**src/rtl/reg_bank_arbiter.sv**
```systemverilog
// Round-robin shared register bank: one requester at a time gets a
// read / load / clear / preset on a single bank register, with a one-cycle ack.
module reg_bank_arbiter #(
    parameter int unsigned NREQ  = 4,
    parameter int unsigned WIDTH = 8,
    parameter int unsigned AW    = 3
) (
    input  logic                    clk,
    input  logic                    synch_reset,
    input  logic [NREQ-1:0]         req,
    input  logic [2*NREQ-1:0]       cmd,
    input  logic [AW*NREQ-1:0]      addr,
    input  logic [WIDTH*NREQ-1:0]   wdata,
    input  logic                    clear_all,
    output logic [NREQ-1:0]         grant,
    output logic [NREQ-1:0]         ack,
    output logic [WIDTH-1:0]        rd_data,
    output logic                    busy
);

    localparam int unsigned DEPTH = 2 ** AW;
    localparam int unsigned IW    = (NREQ > 1) ? $clog2(NREQ) : 1;

    localparam logic [1:0] CMD_READ   = 2'b00;
    localparam logic [1:0] CMD_LOAD   = 2'b01;
    localparam logic [1:0] CMD_CLEAR  = 2'b10;
    localparam logic [1:0] CMD_PRESET = 2'b11;

    typedef enum logic [1:0] {
        IDLE = 2'd0,
        EXEC = 2'd1,
        DONE = 2'd2
    } state_t;

    state_t             state;
    logic [IW-1:0]      last;
    logic [IW-1:0]      cur_idx;
    logic [1:0]         cur_cmd;
    logic [AW-1:0]      cur_addr;
    logic [WIDTH-1:0]   cur_wdata;
    logic [WIDTH-1:0]   bank [DEPTH];

    logic [1:0]         cmd_a   [NREQ];
    logic [AW-1:0]      addr_a  [NREQ];
    logic [WIDTH-1:0]   wdata_a [NREQ];

    logic               found;
    logic [IW-1:0]      win;
    logic [IW-1:0]      scan;
    logic [WIDTH-1:0]   exec_val;

    // Split the flat per-requester buses into indexable arrays
    for (genvar g = 0; g < NREQ; g++) begin : g_unpack
        assign cmd_a[g]   = cmd[2*g +: 2];
        assign addr_a[g]  = addr[AW*g +: AW];
        assign wdata_a[g] = wdata[WIDTH*g +: WIDTH];
    end

    // Round-robin pick: first requesting index scanning upward from last+1
    always_comb begin
        found = 1'b0;
        win   = '0;
        scan  = '0;
        for (int unsigned k = 1; k <= NREQ; k++) begin
            scan = IW'((32'(last) + k) % NREQ);
            if (!found && req[scan]) begin
                found = 1'b1;
                win   = scan;
            end
        end
    end

    // Value the latched command leaves in its register (current value for READ)
    always_comb begin
        exec_val = bank[cur_addr];
        case (cur_cmd)
            CMD_LOAD:   exec_val = cur_wdata;
            CMD_CLEAR:  exec_val = '0;
            CMD_PRESET: exec_val = '1;
            default:    exec_val = bank[cur_addr];
        endcase
    end

    // Bank storage; bulk clear beats any write issued in the same cycle
    always_ff @(posedge clk) begin
        if (synch_reset || clear_all) begin
            for (int unsigned i = 0; i < DEPTH; i++) begin
                bank[i] <= '0;
            end
        end else if (state == EXEC && cur_cmd != CMD_READ) begin
            bank[cur_addr] <= exec_val;
        end
    end

    // Control FSM: IDLE latches the winner, EXEC performs, DONE acks
    always_ff @(posedge clk) begin
        if (synch_reset) begin
            state     <= IDLE;
            grant     <= '0;
            ack       <= '0;
            rd_data   <= '0;
            busy      <= 1'b0;
            last      <= IW'(NREQ - 1);
            cur_idx   <= '0;
            cur_cmd   <= CMD_READ;
            cur_addr  <= '0;
            cur_wdata <= '0;
        end else begin
            case (state)
                IDLE: begin
                    ack <= '0;
                    if (found) begin
                        cur_idx   <= win;
                        cur_cmd   <= cmd_a[win];
                        cur_addr  <= addr_a[win];
                        cur_wdata <= wdata_a[win];
                        grant     <= NREQ'(1) << win;
                        busy      <= 1'b1;
                        state     <= EXEC;
                    end else begin
                        grant <= '0;
                    end
                end
                EXEC: begin
                    rd_data <= exec_val;
                    ack     <= grant;
                    state   <= DONE;
                end
                DONE: begin
                    ack   <= '0;
                    grant <= '0;
                    last  <= cur_idx;
                    busy  <= 1'b0;
                    state <= IDLE;
                end
                default: begin
                    ack   <= '0;
                    grant <= '0;
                    busy  <= 1'b0;
                    state <= IDLE;
                end
            endcase
        end
    end

endmodule

```
**config.mk**
```make
export PLATFORM = sky130hd
export DESIGN_NAME = reg_bank_arbiter
export DESIGN_NICKNAME = d
export VERILOG_FILES = /design/src/rtl/reg_bank_arbiter.sv
export SDC_FILE = /design/constraint.sdc
export NUM_CORES = 1
export LEC_CHECK = 0
export CAP_MARGIN = 20
export CORE_ASPECT_RATIO = 0.75
export CORE_MARGIN = 2
export CORE_UTILIZATION = 43
export CTS_BUF_LIST = sky130_fd_sc_hd__clkbuf_8
export CTS_CLUSTER_SIZE = 40
export DETAILED_ROUTE_END_ITERATION = 7
export HOLD_SLACK_MARGIN = 0.03
export PLACE_DENSITY = 0.74
export SLEW_MARGIN = 40
export SYNTH_ARGS = -nofsm -noshare
export SYNTH_HDL_FRONTEND = slang
export SYNTH_SLANG_ARGS = --single-unit
export TNS_END_PERCENT = 30
```
**constraint.sdc**
```tcl
create_clock -name clk -period 2.7 [get_ports clk]
set_input_delay 0.27 -clock clk [delete_from_list [all_inputs] [get_ports clk]]
set_output_delay 0.27 -clock clk [all_outputs]
set_load 0.005 [all_outputs]
```
; Yosys cells after proc, flatten, opt, wreduce, memory -nomap -nowiden
; Memories as Yosys holds them, arrays and structs flattened. A register that Yosys moved wholly into a read port is not among the register bits.
; Cells that the tools add are included.
[word_totals]
out_inout_bits = 17
reg_bits = 36
elab_cells = 85
n_memories = 1
ram_bits = 64
in_bits = 59
[mem_list]
columns = name, depth, word_bits, rd, rd_clocked_by_memory_dff, wr, line
row1 = bank, 8, 8, 1, 1, 8, 41  ; logic [WIDTH-1:0] bank [DEPTH];
[classes]
mux = 42
bitwise_logic = 2
n_shift = 1
reduce_logical = 14
eq_ne = 6
n_lt_le_gt_ge = 5
addsub = 4
[op_table]
columns = operator, n
row1 = 8-bit 2-to-1 mux, 3
row2 = 8-bit one-hot mux with 3 select lines, 1
row3 = 8-bit binary-select mux with 2-bit select, 1
row4 = 1-bit 2-to-1 mux, 15
row5 = 3-bit 2-to-1 mux, 5
row6 = 2-bit 2-to-1 mux, 7
row7 = 2-bit by 3-bit < comparator with 1-bit output (second input constant), 4
row8 = 1-bit binary-select mux with 2-bit select, 4
row9 = 4-bit one-hot mux with 2 select lines, 1
row10 = 8-bit OR reduction, 1
row11 = 3-bit binary-select mux with 2-bit select, 1
row12 = 2-bit == test (second input constant), 3
row13 = 2-bit by 1-bit adder with 2-bit output (second input constant), 2
row14 = 2-bit adder (second input constant), 2
row15 = 2-bit binary-select mux with 2-bit select, 1
row16 = 2-bit by 1-bit == test with 1-bit output (second input constant), 2
row17 = 1-bit logical AND, 4
row18 = 4-bit 2-to-1 mux, 1
row19 = 2-bit one-hot mux with 2 select lines, 1
row20 = 2-bit AND reduction, 2
row21 = 1-bit by 2-bit << shifter with 4-bit output (first input constant), 1
row22 = 3-bit >= comparator (second input constant), 1
row23 = 1-bit logical NOT, 3
row24 = 2-bit inverter with 3-bit output, 1
row25 = other kinds (7), 7

; Depth between registers and ports, before layout
; Gate-level depths: netlist of run 1.
[logic_depth]
depth_word = 19
ltp_mapped = 8
depth_no_buf = 5

; Least setup slack after synthesis of run 1
; No wires, ideal clock.
[synth_path]
path_type = reg2reg
from = reg (tool-made name)
to = mem bank[3][1], data pin
t_arrival_ns = 1.653
setup_ns = 0.264
n_path_buf = 2
path_slack_ns = 0.784
stages_incl_launch_ff = 7
t_required_ns = 2.436
period_less_slack_ns = 1.916
cell_sequence = dfxtp_1 > buf_6 > buf_8 > mux4_2 > mux2_4 > a21boi_4 > nor2_1
[synth_rtl]
columns = item, line
row1 = "end, declared", 41

==> results by group, run 1 <==
Run status
  – Status: finished, final reports clean

Place
  – Placer Congestion: between 0.8 and 0.9
  – IO buf count: 75
  – Post-DP HPWL: approximately 9400 um

Cells and area
  – Ant diodes: 0
  – Multi-input gate area in the final layout: ~2100 um^2
  – Register area: approximately 2700 um^2
  – Synth-to-Final Area Change: 22.42%
  – Utilization after layout: between 50% and 60%
  – Filler cells: between 900 and 1k
  – Layout cell share with drive strength beyond 1: 18.75%
  – Nets: 566

Floorplan
  – Row count: 34
  – Die Y: ~98 um
  – Die Area: ~13000 um^2
  – Core area: roughly 11000 um^2
  – Die width: 128.7 um
  – Initial core utilization: between 40 and 50%
  – Boundary Pins: 76

STA
  – Unrepaired setup endpoints after global routing: false
  – Measured slew at the worst slew-check pin: 0.7255 ns
  – Final Setup Violations: 0
  – Hold Slack: 0.4735 ns
  – Minimum clock period: 2.240 ns
  – Fin. Hold Viols: 0
  – Pins Over Slew Limit: 0
  – FMAX: roughly 0.45 GHz
  – TNS Setup: 0 ns
  – Final Skew: around 0.013 ns
  – Final worst path period share: approximately 83%
  – Relative slew slack: between 50% and 60%

Clocking
  – Skew-Pair Late Insertion Delay: ~0.37 ns
  – H-tree depth: 3
  – Clock buffer depth: 2
  – Root Driver: clkbuf_8
  – CTS Buf Count: 9
  – Post-CTS sizing: 0
  – Hold Buf Count CTS: 0
  – Clk pin slew, worst setup/hold paths: 0.10 ns
  – Setup bufs post-CTS: 0
  – CTS tree: done
  – CTS sink cnt: around 100

Global routing
  – Vias in the first global route: slightly below 4k
  – Initial antenna violation count: 0
  – Gr ovfl total: 0
  – First-pass GRT wire length: about 21000 um
  – Global Route Usage Sum: ~22%
  – Largest net degree at the start of global routing: 30

Synth
  – Cell area after synthesis: ~5000 um^2
  – Top cells by count, synth: 96 x nor2_1, 64 x edfxtp_1, 42 x nand2_1
  – Prevailing post-synth register cell: edfxtp_1
  – Register area share after synthesis: between 50% and 60%
  – Mapped Nets: between 400 and 500
  – Post-synth top area share: between 30% and 40%
  – Post-Syn Instances: 427
  – Ys Warns: 0
  – Post-synth EDFFs: 64
  – Ranking of synthesized cells by area: edfxtp_1 38%, dfxtp_1 16%, mux4_2 7.2%
  – Yosys top cell by area: edfxtp_1
  – Async set-reset flop share out of synthesis: 0%
  – Yosys cell types: 44
  – Synth Register Bits: 103
  – Count leader, synth: nor2_1
  – Syn Area/Cell: 11.74 um^2

Route
  – Avg WL per Cell: 19.96 um
  – Final wirelength: ~13000 um
  – First drt pass iteration count: 5
  – Final ANT Viol Nets: 0
  – DR iter-0 viols: about 350
  – DRC: 0
  – Via count: around 3.8k
  – Vias/cell: about 5.8

Hold path
  – Worst Hold Depth: 2
  – Worst hold path startpoint: cur_idx[1]$_SDFFE_PP0P_
  – Hold Path End: cur_idx[1]$_SDFFE_PP0P_
  – Hold crit path type: reg -> reg

Power and ir drop
  – Tot Pwr: around 3.7 mW
  – PwrDens: between 500 and 600 nW/um^2
  – Peak supply drop: 0.0002431 V
  – Static Leakage: approximately 2.2 nW

Critical path
  – Crit path max fanout: 16
  – Startpoint Class: register
  – FF-to-FF setup slack: between 0.4 and 0.5 ns
  – Kind of critical path: reg -> reg
  – Crit end category: register
  – Required time of the critical path: 2.82 ns
  – Reg2reg path depth: 5
  – Critical Path AT: 2.36 ns
  – Reg2reg end: bank[0][5]$_SDFFCE_PN0P_

Job
  – MaxCap Viol Count: 0
[final cells by class]
type,instances,area share [%]
clock buffers,10,2.243
clock inverters,6,1.264
inverters,3,0.1835
multi-input cells,296,34.77
flip-flops and latches,103,44.05
well taps,144,2.936
repair buffers,94,14.56
[flip-flops by register name, summed over array words and instances, names as in the netlist, named ones only]
name / cells
bank: 64
cur_wdata: 8
rd_data: 8
ack: 4
grant: 4
cur_addr: 3
cur_cmd: 2
cur_idx: 2
last: 2
state: 2
busy: 1
[worst max path at each step]
stage          startpoint                  endpoint  slack, ns
2_1_floorplan    register  bank[3][1]$_SDFFCE_PN0P_       0.78
3_3_place_gp       req[3]                  register       0.39
3_5_place_dp       req[0]  cur_addr[2]$_SDFFE_PP0P_       0.22
4_1_cts          register  bank[4][0]$_SDFFCE_PN0P_       0.43
5_1_grt          register  bank[6][7]$_SDFFCE_PN0P_       0.33
6_report         register  bank[0][5]$_SDFFCE_PN0P_       0.46
[routing by layer]
metal  global-route usage, %  share of wire (%)
met1                   30.38                 43
met2                   34.11                 47
met3                   4.185                7.7
met4                   7.023                2.2
met5                       0                  0
[metrics by stage]
| step | instance area, um^2 | std cells | setup slack (ns) |
|---|---|---|---|
| floorplan | 5012 | 427 | 0.7838 |
| global placement | 5921 | 640 | 0.3886 |
| detailed placement | 5921 | 640 | 0.2216 |
| CTS | 6136 | 656 | 0.4312 |
| global route | 6136 | 656 | 0.3337 |
| finish | 6136 | 656 | 0.4601 |
[where the power goes]
group,total [mW],switching [mW],internal (mW)
Sequential,1.83,0.0687,1.76
Clock,1.05,0.513,0.538
Combinational,0.793,0.424,0.369
[placed cells by master, fill, tap and decap left out, drive strengths merged, types with 4 or more instances in the layout]
master         netlist  layout
clkbuf              10      10
nor2                97      97
mux4                16      16
nand2               42      42
nor2b                5       5
a21boi               6       6
dfxtp               39      39
inv                  3       5
o21ai               11      11
a21oi               19      19
buf                 15      19
mux2                19      19
a221oi              11      11
clkdlybuf4s50        0      75
edfxtp              64      64
nand2b              13      13
nand3               10      10
a211oi              14      14
and2                 4       4
[worst max-delay path, stage by stage, from the launching register on]
cell and delay, ns:
dfxtp_1 0.32, buf_4 0.33, mux4_2 0.61, mux2_4 0.30, a21boi_4 0.34, nor2_1 0.08
[cell families (layout without fill, tap and decap cells)]
| group | after synthesis | count (layout) | share of synthesized area [%] |
|---|---|---|---|
| simple gates | 181 | 181 | 16.00 |
| flops | 103 | 103 | 53.92 |
| compound gates | 77 | 77 | 13.68 |
| mux | 38 | 38 | 12.88 |
| buf+inv | 28 | 113 | 3.520 |
Power figures use the tool's default switching activity.
==> run 2, diff against run 1 <==
- clock period: 2.7 -> 2.3 ns (I/O delays scaled with it)
==> run 2 against run 1 <==
Global-route usage decreased by 0.39 points; clock power increased by 11%; final area increased by 2.2%; combinational power increased by 23%; power increased by 17%; largest cell class unchanged; largest power group unchanged; critical path type unchanged; die area unchanged; critical path depth unchanged; worst setup slack got worse by 0.35 ns; hold slack improved by 0.014 ns; sequential power increased by 17%; first-iteration DRC count increased by 16%.
==> results by group, run 2 (synthesized netlist as in run 1, its figures left out) <==
Cells and area
  – Largest register FFs: 64 (unchanged)
  – Ant diodes: 0 (unchanged)
  – Biggest registers after layout: bank (64), cur_wdata (8), rd_data (8)
  – Layout cell share with drive strength beyond 1: 21.44% (+2.7 points)
  – Commonest cells after routing, fill and taps aside: 96 x nor2_1, 75 x clkdlybuf4s50_1, 64 x edfxtp_1
  – Utilization after layout: 54.61% (+1.2 points)
  – Largest Register: bank
  – Non-filler instance count after layout: 671 (+2.3%)
  – Commonest non-fill, non-tap cell in the layout: nor2_1
  – Synth-to-Final Area Change: 25.14%
  – Nets: 581 (+2.7%)

Route
  – Final wirelength: 12890 um (-1.6%)
  – WL met1: 5811 um (+2.1%)
  – DRC: 0 (unchanged)
  – Routed length on met3: 854 um (-15%)
  – Vias/cell: 5.690 (-1.4%)
  – Max Used Layer: met4
  – Final ANT Viol Nets: 0 (unchanged)
  – First drt pass iteration count: 5 (unchanged)
  – Wire length on met2: 5967 um (-2.3%)
  – DR iter-0 viols: 400 (+16%)
  – Via count: 3818 (+0.82%)
  – Avg WL per Cell: 19.21 um (-3.8%)

Power and ir drop
  – P_sw: 1.239 mW (+23%)
  – Tot Pwr: 4.294 mW (+17%)
  – Comb power frac: 22.7% (+1.1 points)
  – Sequential share of power: 50.1% (+0.3 points)
  – Peak supply drop: 0.0003061 V (+26%)
  – P_int: 3.056 mW (+14%)
  – Clock power frac: 27.3% (-1.3 points)
  – Static Leakage: 2.314 nW (+3.0%)
  – PwrDens: 684.6 nW/um^2 (+14%)
  – Sw frac: 28.85% (+1.5 points)

Hold path
  – Worst Hold Depth: 3 (+1)
  – Hold Path End: cur_wdata[7]$_SDFFE_PP0P_
  – Hold crit path type: in -> reg
  – Worst hold path startpoint: wdata[7]

Floorplan
  – Initial core utilization: 43.64% (unchanged)
  – Boundary Pins: 76 (unchanged)
  – Die Y: 97.50 um (unchanged)
  – Core area: 11490 um^2 (unchanged)
  – Die Area: 12540 um^2 (unchanged)
  – Die width: 128.7 um (unchanged)
  – Row count: 34 (unchanged)

Place
  – Pre-CTS setup slack: -0.02843 ns (-0.2501 ns)
  – IO buf count: 75 (unchanged)
  – Placed cell count: 655 (+2.3%)
  – Placer Congestion: 0.8483 (-1.2%)
  – Post-DP HPWL: 9614 um (+2.4%)

Critical path
  – Reg2reg end: bank[7][7]$_SDFFCE_PN0P_
  – FF-to-FF setup slack: 0.11 ns (-0.35 ns)
  – CP peak stage delay: 0.53 ns (-0.08 ns)
  – Crit path max fanout: 16 (unchanged)
  – CP max-delay cell: mux4_2
  – Kind of critical path: reg -> reg
  – Startpoint Class: register
  – Critical Path AT: 2.31 ns (-0.05 ns)
  – Required time of the critical path: 2.42 ns (-0.40 ns)
  – Reg2reg path depth: 5 (unchanged)
  – Crit end category: register
  – Cells along the critical path: buf_12 -> mux4_2 -> mux2_2 -> a21oi_2 -> nor2_1

Clocking
  – Post-CTS sizing: 0 (unchanged)
  – Setup bufs post-CTS: 0 (unchanged)
  – Clk pin slew, worst setup/hold paths: 0.11 ns (about the same)
  – Hold Buf Count CTS: 0 (unchanged)
  – H-tree depth: 3 (unchanged)
  – CTS sink cnt: 103 (unchanged)
  – Root Driver: clkbuf_8
  – CTS tree: done
  – Skew-Pair Late Insertion Delay: 0.38 ns (about the same)
  – CTS Buf Count: 9 (unchanged)
  – Clock buffer depth: 2 (unchanged)

Global routing
  – Initial antenna violation count: 0 (unchanged)
  – Global Route Usage Sum: 21.32% (-0.39 points)
  – Gr ovfl total: 0 (unchanged)
  – Vias in the first global route: 3728 (-3.6%)
  – Largest net degree at the start of global routing: 30 (unchanged)
  – First-pass GRT wire length: 20130 um (-2.8%)

STA
  – Pins Over Slew Limit: 0 (unchanged)
  – Unrepaired setup endpoints after global routing: false
  – Hold Slack: 0.4875 ns (+0.01399 ns)
  – Post-layout worst setup margin: 0.1063 ns (-0.3538 ns)
  – Fin. Hold Viols: 0 (unchanged)
  – FMAX: 0.4558 GHz (+2.1%)
  – Minimum clock period: 2.194 ns (-0.04620 ns)
  – Measured slew at the worst slew-check pin: 0.6214 ns (-0.1041 ns)
  – Final Skew: 0.01578 ns (+0.003123 ns)
  – Final worst path period share: 95.38% (+12 points)
  – Relative slew slack: 58.42% (+7.0 points)
  – Final Setup Violations: 0 (unchanged)

Job
  – MaxCap Viol Count: 0 (unchanged)

Run status
  – Status: finished, final reports clean
==> run 2: cell type report <==
| type | count | area [um^2] |
|---|---|---|
| clock buffer | 9 | 123.9 |
| clock inverter | 7 | 77.57 |
| fill | 976 | 5214 |
| inverter | 3 | 11.26 |
| multi-input combinational | 296 | 2133 |
| sequential | 103 | 2703 |
| tap | 144 | 180.2 |
| timing repair buffer | 109 | 1044 |
==> run 2: power groups by stage <==
| stage | Clock (mW) | Sequential, mW | Combinational, mW |
|---|---|---|---|
| 6_report | 1.17 | 2.15 | 0.973 |
| 5_1_grt | 1.26 | 2.16 | 1.04 |
| 4_1_cts | 1.19 | 2.15 | 0.971 |
| 3_5_place_dp | 0 | 2.19 | 0.966 |
| 3_3_place_gp | 0 | 2.19 | 0.943 |
| 2_1_floorplan | 0 | 2.15 | 0.642 |
==> run 2: worst max-delay path by stage <==
stage                   from                        to
floorplan           register  bank[3][1]$_SDFFCE_PN0P_
global placement      req[0]                  register
detailed placement    req[1]  cur_addr[2]$_SDFFE_PP0P_
CTS                 register  bank[7][7]$_SDFFCE_PN0P_
global route        register  bank[0][0]$_SDFFCE_PN0P_
finish              register  bank[7][7]$_SDFFCE_PN0P_
==> run 2: critical path, delay by kind of cell, from the launching register on <==
family	cells	cell delay (ns)
compound gates	1	0.40
mux	2	0.85
buf+inv	1	0.19
simple gates	1	0.11
flops	1	0.37
==> run 2: per-stage QoR <==
stage,instance area (um^2),setup TNS (ns)
6_report,6272,0
5_1_grt,6272,0
4_1_cts,6272,0
3_5_place_dp,6071,-0.1553
3_3_place_gp,6071,0
2_1_floorplan,5012,0
==> run 2: metal layers <==
metal  global-route usage, %  up-vias
met1                   30.63     1889
li1                        -     1750
met3                   4.846       24
met4                   6.271        0
met2                   32.36      155
met5                       0        -
